===== src/rtl/axis_rr_arbiter.sv =====
`default_nettype none
// ============================================================================
//  Module      : axis_rr_arbiter
//  Description : Packet-locked round-robin arbiter that merges NUM_SRC
//                AXI-Stream inputs onto one registered AXI-Stream output.
//  Revision    : 1.0  initial release
// ============================================================================
module axis_rr_arbiter #(
  parameter  int NUM_SRC = 4,
  parameter  int DATA_W  = 32,
  parameter  int DEST_W  = 4,
  parameter  int USER_W  = 1,
  localparam int ID_W    = $clog2(NUM_SRC),
  localparam int KEEP_W  = DATA_W / 8
) (
  input  logic                      aclk,
  input  logic                      aresetn,
  input  logic [NUM_SRC-1:0]        s_tvalid,
  output logic [NUM_SRC-1:0]        s_tready,
  input  logic [NUM_SRC*DATA_W-1:0] s_tdata,
  input  logic [NUM_SRC*KEEP_W-1:0] s_tstrb,
  input  logic [NUM_SRC*KEEP_W-1:0] s_tkeep,
  input  logic [NUM_SRC-1:0]        s_tlast,
  input  logic [NUM_SRC*DEST_W-1:0] s_tdest,
  input  logic [NUM_SRC*USER_W-1:0] s_tuser,
  output logic                      m_tvalid,
  input  logic                      m_tready,
  output logic [DATA_W-1:0]         m_tdata,
  output logic [KEEP_W-1:0]         m_tstrb,
  output logic [KEEP_W-1:0]         m_tkeep,
  output logic                      m_tlast,
  output logic [DEST_W-1:0]         m_tdest,
  output logic [USER_W-1:0]         m_tuser,
  output logic [ID_W-1:0]           m_tid,
  output logic                      grant_vld,
  output logic [ID_W-1:0]           grant_idx
);

  typedef enum logic [0:0] {
    ST_IDLE = 1'b0,
    ST_BUSY = 1'b1
  } state_t;

  state_t            r_state;
  state_t            w_state_nxt;

  logic [ID_W-1:0]   r_last;
  logic [ID_W-1:0]   r_grant_idx;
  logic              r_grant_vld;
  logic [ID_W-1:0]   w_sel_idx;
  logic              w_sel_vld;
  logic [31:0]       w_cand;
  logic              w_out_free;
  logic              w_accept;

  logic              r_m_tvalid;
  logic [DATA_W-1:0] r_m_tdata;
  logic [KEEP_W-1:0] r_m_tstrb;
  logic [KEEP_W-1:0] r_m_tkeep;
  logic              r_m_tlast;
  logic [DEST_W-1:0] r_m_tdest;
  logic [USER_W-1:0] r_m_tuser;
  logic [ID_W-1:0]   r_m_tid;

  logic [DATA_W-1:0] w_src_data [NUM_SRC];
  logic [KEEP_W-1:0] w_src_strb [NUM_SRC];
  logic [KEEP_W-1:0] w_src_keep [NUM_SRC];
  logic [DEST_W-1:0] w_src_dest [NUM_SRC];
  logic [USER_W-1:0] w_src_user [NUM_SRC];

  for (genvar i = 0; i < NUM_SRC; i++) begin : g_unpack
    assign w_src_data[i] = s_tdata[i*DATA_W +: DATA_W];
    assign w_src_strb[i] = s_tstrb[i*KEEP_W +: KEEP_W];
    assign w_src_keep[i] = s_tkeep[i*KEEP_W +: KEEP_W];
    assign w_src_dest[i] = s_tdest[i*DEST_W +: DEST_W];
    assign w_src_user[i] = s_tuser[i*USER_W +: USER_W];
  end

  // Walk from the farthest candidate back to last+1 so the nearest requester wins.
  always_comb begin
    w_sel_vld = 1'b0;
    w_sel_idx = '0;
    w_cand    = '0;
    for (int k = NUM_SRC; k >= 1; k--) begin
      w_cand = 32'(r_last) + 32'(k);
      if (w_cand >= 32'(NUM_SRC)) begin
        w_cand = w_cand - 32'(NUM_SRC);
      end
      if (s_tvalid[w_cand[ID_W-1:0]]) begin
        w_sel_vld = 1'b1;
        w_sel_idx = w_cand[ID_W-1:0];
      end
    end
  end

  assign w_out_free = !r_m_tvalid || m_tready;
  assign w_accept   = (r_state == ST_BUSY) && s_tvalid[r_grant_idx] && w_out_free;

  always_comb begin
    s_tready = '0;
    if (r_state == ST_BUSY) begin
      s_tready[r_grant_idx] = w_out_free;
    end
  end

  always_ff @(posedge aclk or negedge aresetn) begin
    if (!aresetn) begin
      r_state <= ST_IDLE;
    end else begin
      r_state <= w_state_nxt;
    end
  end

  always_comb begin
    w_state_nxt = r_state;
    case (r_state)
      ST_IDLE: begin
        if (w_sel_vld) begin
          w_state_nxt = ST_BUSY;
        end
      end
      ST_BUSY: begin
        if (w_accept && s_tlast[r_grant_idx]) begin
          w_state_nxt = ST_IDLE;
        end
      end
      default: w_state_nxt = ST_IDLE;
    endcase
  end

  always_ff @(posedge aclk or negedge aresetn) begin
    if (!aresetn) begin
      r_last      <= ID_W'(NUM_SRC - 1);
      r_grant_idx <= '0;
      r_grant_vld <= 1'b0;
      r_m_tvalid  <= 1'b0;
      r_m_tdata   <= '0;
      r_m_tstrb   <= '0;
      r_m_tkeep   <= '0;
      r_m_tlast   <= 1'b0;
      r_m_tdest   <= '0;
      r_m_tuser   <= '0;
      r_m_tid     <= '0;
    end else begin
      if ((r_state == ST_IDLE) && w_sel_vld) begin
        r_grant_idx <= w_sel_idx;
        r_grant_vld <= 1'b1;
      end
      if (w_accept) begin
        r_m_tvalid <= 1'b1;
        r_m_tdata  <= w_src_data[r_grant_idx];
        r_m_tstrb  <= w_src_strb[r_grant_idx];
        r_m_tkeep  <= w_src_keep[r_grant_idx];
        r_m_tlast  <= s_tlast[r_grant_idx];
        r_m_tdest  <= w_src_dest[r_grant_idx];
        r_m_tuser  <= w_src_user[r_grant_idx];
        r_m_tid    <= r_grant_idx;
        // Packet done: release grant and advance the round-robin pointer.
        if (s_tlast[r_grant_idx]) begin
          r_last      <= r_grant_idx;
          r_grant_vld <= 1'b0;
        end
      end else if (m_tready) begin
        r_m_tvalid <= 1'b0;
      end
    end
  end

  assign m_tvalid  = r_m_tvalid;
  assign m_tdata   = r_m_tdata;
  assign m_tstrb   = r_m_tstrb;
  assign m_tkeep   = r_m_tkeep;
  assign m_tlast   = r_m_tlast;
  assign m_tdest   = r_m_tdest;
  assign m_tuser   = r_m_tuser;
  assign m_tid     = r_m_tid;
  assign grant_vld = r_grant_vld;
  assign grant_idx = r_grant_idx;

endmodule
`default_nettype wire

===== config.mk =====
export PLATFORM = sky130hd
export DESIGN_NAME = axis_rr_arbiter
export DESIGN_NICKNAME = d
export VERILOG_FILES = /design/src/rtl/axis_rr_arbiter.sv
export SDC_FILE = /design/constraint.sdc
export NUM_CORES = 1
export LEC_CHECK = 0
export ABC_AREA = 1
export BUFFER_PORTS_ARGS = -buffer_cell sky130_fd_sc_hd__buf_4
export CAP_MARGIN = 20
export CORE_AREA = 2 2 108 110
export DETAILED_ROUTE_END_ITERATION = 10
export DIE_AREA = 0 0 110 112
export SYNTH_ARGS = -nofsm -noshare
export SYNTH_HDL_FRONTEND = slang
export SYNTH_SLANG_ARGS = --single-unit

===== constraint.sdc =====
create_clock -name aclk -period 2 [get_ports aclk]
set_clock_uncertainty 0.2 [all_clocks]
set_input_delay 0 -clock aclk [delete_from_list [all_inputs] [get_ports aclk]]
set_output_delay 0 -clock aclk [all_outputs]
set_load 0.01 [all_outputs]

==> impl_metrics.toml, run 1 <==
[outcome]
outcome = "did not finish"
lastStage = "clock tree synthesis (4_1_cts)"
toolErrorMsg = "[ERROR RSZ-0060] Max buffer count reached."

[synth]
ys_types = 25
netlist_instances = 508
ys_seq_elements = 55
synth_area_sq_um = 3510
synth_nets = 699
synth_top_area_cell = "dfrtp_1"
syn_avg_cell_area_sq_um = 6.91
yosysWarnings = 0
ys_seq_area_share_pct = 39.3
synthTopCellsByArea = "dfrtp_1 38%, nand2_1 19%, nand3_1 14%"
synth_top_area_share_pct = 37.8

[cts]
cts-root-buf = "clkbuf_16"
post_cts.repair.setup_buffers = 0
cts_max_path_buffers = 2
cts-resized-gates = 0
htree_levels = 2
hold_buffers = 177
cts_buffers = 5
clock-sinks = 55

[floorplan]
initial_core_util_pct = 31.4
die_x_microns = 110
rows = 39
die_y_microns = 112
pin_count = 247

[placed_design]
dpl.hpwl_mm = 10.0
io_buffer_count = 246
dpl.cell_count = 873
gp_congestion = 0.856
kinds of logic after synthesis:
group | Yosys count | synth area share [%]
compound gates | 99 | 15.5
flops | 55 | 39.3
simple gates | 297 | 36.6
buf+inv | 57 | 8.63
through the flow:
step / instance area (sq um) / util (%) / hold WS (ps) / setup slack (ps)
2_1_floorplan: 3510 / - / -496 / 340
3_3_place_gp: 5450 / 48.8 / -102 / 160
3_5_place_dp: 5450 / 48.8 / -96.2 / 140
synthesized netlist by cell type, drive strengths merged:
| library cell | count |
|---|---|
| nor2 | 9 |
| nand4 | 1 |
| buf | 27 |
| a21oi | 46 |
| nand2 | 186 |
| nand3 | 98 |
| o21ai | 52 |
| dfrtp | 53 |
| and2 | 1 |
| a22oi | 1 |
| clkbuf | 10 |
| nor3 | 2 |
| dfstp | 2 |
| inv | 20 |
==> run 2, diff against run 1 <==
--- a/config.mk
+++ b/config.mk
@@ -8,9 +8,10 @@
 export ABC_AREA = 1
 export BUFFER_PORTS_ARGS = -buffer_cell sky130_fd_sc_hd__buf_4
 export CAP_MARGIN = 20
-export CORE_AREA = 2 2 108 110
+export CORE_AREA = 2 2 136 138
 export DETAILED_ROUTE_END_ITERATION = 10
-export DIE_AREA = 0 0 110 112
+export DIE_AREA = 0 0 138 140
+export PLACE_DENSITY_LB_ADDON = 0.15
 export SYNTH_ARGS = -nofsm -noshare
 export SYNTH_HDL_FRONTEND = slang
 export SYNTH_SLANG_ARGS = --single-unit
==> run 2 against run 1 <==
Effect of this change: the flow now finishes without violations; synthesized cell count did not move; area after synthesis did not move.
==> impl_metrics.toml, run 2 <==
[synth]
synth_compound_area_share_pct = 15.5
synth_xor_area_share_pct = 0
synth-adder-area-share_pct = 0
synth_commonest_cells = "175 x nand2_1, 98 x nand3_1, 53 x dfrtp_1, 45 x a21oi_1, 33 x o21ai_1"
synth_edf_count = 0
ys_seq_area_share_pct = 39.3
yosysMostFrequentCell = "nand2_1"
ys_types = 25
synth_top_family_by_area = "simple AND/OR/NAND/NOR gates"
synth_top_area_share_pct = 37.8
netlist_instances = 508
synth-async-reset-ratio_pct = 100
synth_flop_cell = "dfrtp_1"
synth-simple-area-share_pct = 36.6
syn_avg_cell_area_sq_um = 6.91
synthMuxAreaShare_pct = 0
synth_nets = 699
synth_top_area_cell = "dfrtp_1"
ys_seq_elements = 55
yosysWarnings = 0
synth_area_sq_um = 3510
synthTopCellsByArea = "dfrtp_1 38%, nand2_1 19%, nand3_1 14%"

[placed_design]
dpl.cell_count = 958
io_buffer_count = 246
dp_slack_ps = 127
gp_congestion = 0.756
dpl.hpwl_mm = 11.2
dpl-instance-area_sq_um = 5550

[sta]
fin_hold_ws_ps = 36.9
fin_crit_sh_pct = 90.6
worst_pin_slew_ps = 729
tns_ps = 0
setup_viol = 0
period_minus_slack_ps = 1810
slew_headroom_pct = 51.4
setup_ws_ps = 188
hold_viol = 0
max_freq_mhz = 552
rsz0062_at_grt = "false"
maxSlewViolCount = 0

[outcome]
outcome = "complete, no violations"

[setup_path]
cp.arrival_ps = 1790
cp_max_fo = 60
cp_data_required_time_ps = 1980
end_kind = "flip-flop"
rr_endpoint = "m_tdest[1]"
worstSetupStartpointType = "flip-flop"
crit_type = "flip-flop to flip-flop"
reg2reg_slack_ps = 190
rr_startpoint = "grant_idx[1]"
worst-r2r-cell-count = 9

[floorplan]
dieArea_sq_um = 19300
initial_core_util_pct = 19.7
rows = 49
die_x_microns = 138
die_y_microns = 140
core-area_sq_um = 17800
pin_count = 247

[final_layout]
nets = 1109
largest_reg_flops = 32
fin_area_sq_um = 7550
multi_input_area_sq_um = 1840
layout_commonest_cell = "buf_4"
layout-drive-gt1-share_pct = 32.4
final-seq-area_sq_um = 1380
final_util_pct = 42.5
fillCellCount = 1797
syn_to_final_growth_pct = 115
final_cells = 1149
mostFrequentLayoutCells = "254 x buf_4, 182 x dlygate4sd3_1, 175 x nand2_1"

[global_route]
grt_pass1_vias = 5513
overflow = 0
grt_pass1_wl_mm = 27.0
grt_usage_pct = 17.3
grt_max_degree = 61
antenna_found_initial = 0

[cts]
htree_levels = 2
cts_buffers = 5
cts_tree = "done"
clock-sinks = 55
cts_max_path_buffers = 2
post_cts.repair.setup_buffers = 0
path_clk_slew_ps = 80
cts-root-buf = "clkbuf_16"
clock_latency_ps = 300

[pwr]
seq_power_share_pct = 24.0
cellPowerDensity_nw_per_um2 = 1110
swShare_pct = 45.6
combinationalPowerShare_pct = 63.6
peakVddDrop_mv = 0.769
clock_power_share_pct = 12.4
p_leak_nw = 3.72
switchingPower_mw = 3.83
p_total_mw = 8.40
p_int_mw = 4.57

[worst_hold_path]
hold_path_end = "grant_idx[1]"
min-delay-start = "s_tvalid[1]"
holdCritPathClass = "input pin to flip-flop"
min_path_cells = 8

[detailed_routing]
routedWlPerCell_microns = 14.9
ant_nets = 0
first_pass_iters = 4
route.detailed.drc = 0
drt-total-wl_mm = 17.2
drt_iter0_markers = 229
vias_per_cell = 4.43
num_vias = 5087

[job]
maxCapViolCount = 0
[run 2: cell counts after synthesis]
Identical to the previous run, type by type.
[run 2: logic make-up (layout without fill, tap and decap cells)]
family                 count (synthesis)  in the layout
flip-flops                            55             55
AO/OA/AOI/OAI                         99             99
buffers and inverters                 57            468
AND/OR/NAND/NOR                      297            297
other                                  0              1
[run 2: critical path, cell delays in order (launching register included)]
cell and delay [ps]:
dfrtp_2 460, inv_2 180, nand2_1 100, nor2_1 130, a21oi_2 40, nand2_1 120
nand2_4 80, buf_12 200, nand2_1 90, o21ai_1 60
[run 2: power groups by stage]
stage / registers (mW) / logic [mW] / clock network [mW]
after floorplan: 2.17 / 3.02 / 0
after global placement: 2.03 / 5.04 / 0
after detailed placement: 2.04 / 5.09 / 0
after CTS: 2.02 / 5.39 / 1.10
after global routing: 2.09 / 5.97 / 1.13
final: 2.02 / 5.34 / 1.04
[run 2: layout make-up]
class	instances	area share [%]
timing repair buffer	440	50.3
inverter	20	0.994
sequential	55	18.3
clock inverter	3	0.629
multi-input combinational	396	24.3
clock buffer	5	1.66
tap	229	3.79
antenna	1	0.0331
[run 2: repair_timing]
| action | CTS | global route |
|---|---|---|
| endpoints found under the hold margin | 101 | 0 |
| gates resized for setup | 0 | 2 |
| hold buffers | 182 | 0 |
| endpoints found under the setup margin | 0 | 17 |
[run 2: worst max path at each step]
stage                       from          end  cells after the start
floorplan           grant_idx[0]  m_tdata[16]                     10
global placement    grant_idx[0]  m_tdata[22]                      8
detailed placement  grant_idx[0]  m_tdata[22]                      8
CTS                 grant_idx[0]  m_tdata[22]                      8
global route        grant_idx[0]   m_tdest[1]                      8
finish              grant_idx[1]   m_tdest[1]                      9
[run 2: metal layers]
layer	GRT usage [%]	vias to the layer above	wire [microns]
met4	8.06	0	680
met2	31.6	218	8650
met1	19.0	2303	6890
li1	-	2507	-
met5	0	-	0
met3	4.10	59	950
Power figures use the tool's default switching activity.
==> run 3, diff against run 2 <==
==> config.mk (replaced) <==
export PLATFORM = sky130hd
export DESIGN_NAME = axis_rr_arbiter
export DESIGN_NICKNAME = d
export VERILOG_FILES = /design/src/rtl/axis_rr_arbiter.sv
export SDC_FILE = /design/constraint.sdc
export NUM_CORES = 1
export LEC_CHECK = 0
export BUFFER_PORTS_ARGS = -buffer_cell sky130_fd_sc_hd__buf_4
export CAP_MARGIN = 20
export CORE_AREA = 2 2 132 134
export DETAILED_ROUTE_END_ITERATION = 10
export DIE_AREA = 0 0 134 136
export PLACE_DENSITY = 0.46
export SYNTH_ARGS = -nofsm -noshare
export SYNTH_HDL_FRONTEND = slang
export SYNTH_SLANG_ARGS = --single-unit
==> run 3 against run 2 <==
Effect of this change: the flow now stops in clock tree synthesis (4_1_cts); area after synthesis shrank 6.3%; synthesized cell count is 60% lower.
==> impl_metrics.toml, run 3 <==
[floorplan]
pin_count = 247
die_y_microns = 136
die_x_microns = 134
initial_core_util_pct = 19.5
rows = 48

[placed_design]
dpl.hpwl_mm = 8.95
gp_congestion = 0.724
io_buffer_count = 246
dpl-instance-area_sq_um = 5470

[synth]
yosysMostFrequentCell = "dfrtp_1"
synth_edf_count = 0
synth_top_family_by_area = "multiplexers"
synth_top_area_share_pct = 40.4
yosysWarnings = 0
synth_area_sq_um = 3290
synth_nets = 396
synth_commonest_cells = "53 x dfrtp_1, 47 x mux4_2, 41 x mux2_2, 8 x nand2_1, 7 x buf_2"
ys_seq_elements = 55
ys_seq_area_share_pct = 42.0
synth_top_area_cell = "dfrtp_1"
synth_xor_area_share_pct = 0
synth-simple-area-share_pct = 3.27
synth_flop_cell = "dfrtp_1"
syn_avg_cell_area_sq_um = 16.0
synth-adder-area-share_pct = 0
netlist_instances = 205
synth_compound_area_share_pct = 2.25
synthMuxAreaShare_pct = 48.9
synth-async-reset-ratio_pct = 100
synthTopCellsByArea = "dfrtp_1 40%, mux4_2 32%, mux2_2 14%"
ys_types = 27

[outcome]
toolErrorMsg = "[ERROR RSZ-0060] Max buffer count reached."
lastStage = "clock tree synthesis (4_1_cts)"
outcome = "did not finish"

[cts]
hold_buffers = 136
cts-root-buf = "clkbuf_16"
post_cts.repair.setup_buffers = 0
clock-sinks = 55
htree_levels = 2
cts_buffers = 5
cts-resized-gates = 1
cts_max_path_buffers = 2
run 3: kinds of logic after synthesis:
group / count (synthesis)
AO/OA/AOI/OAI: 12
buffers and inverters: 20
flip-flops: 55
multiplexers: 96
AND/OR/NAND/NOR: 22
run 3: per-stage QoR:
step	hold slack (ps)	setup slack, ps	TNS (ps)	util (%)	std cells
after detailed placement	-157	-18.9	-292	32.4	670
after global placement	-175	18.1	0	32.4	670
after floorplan	-496	-42.0	-252	-	205
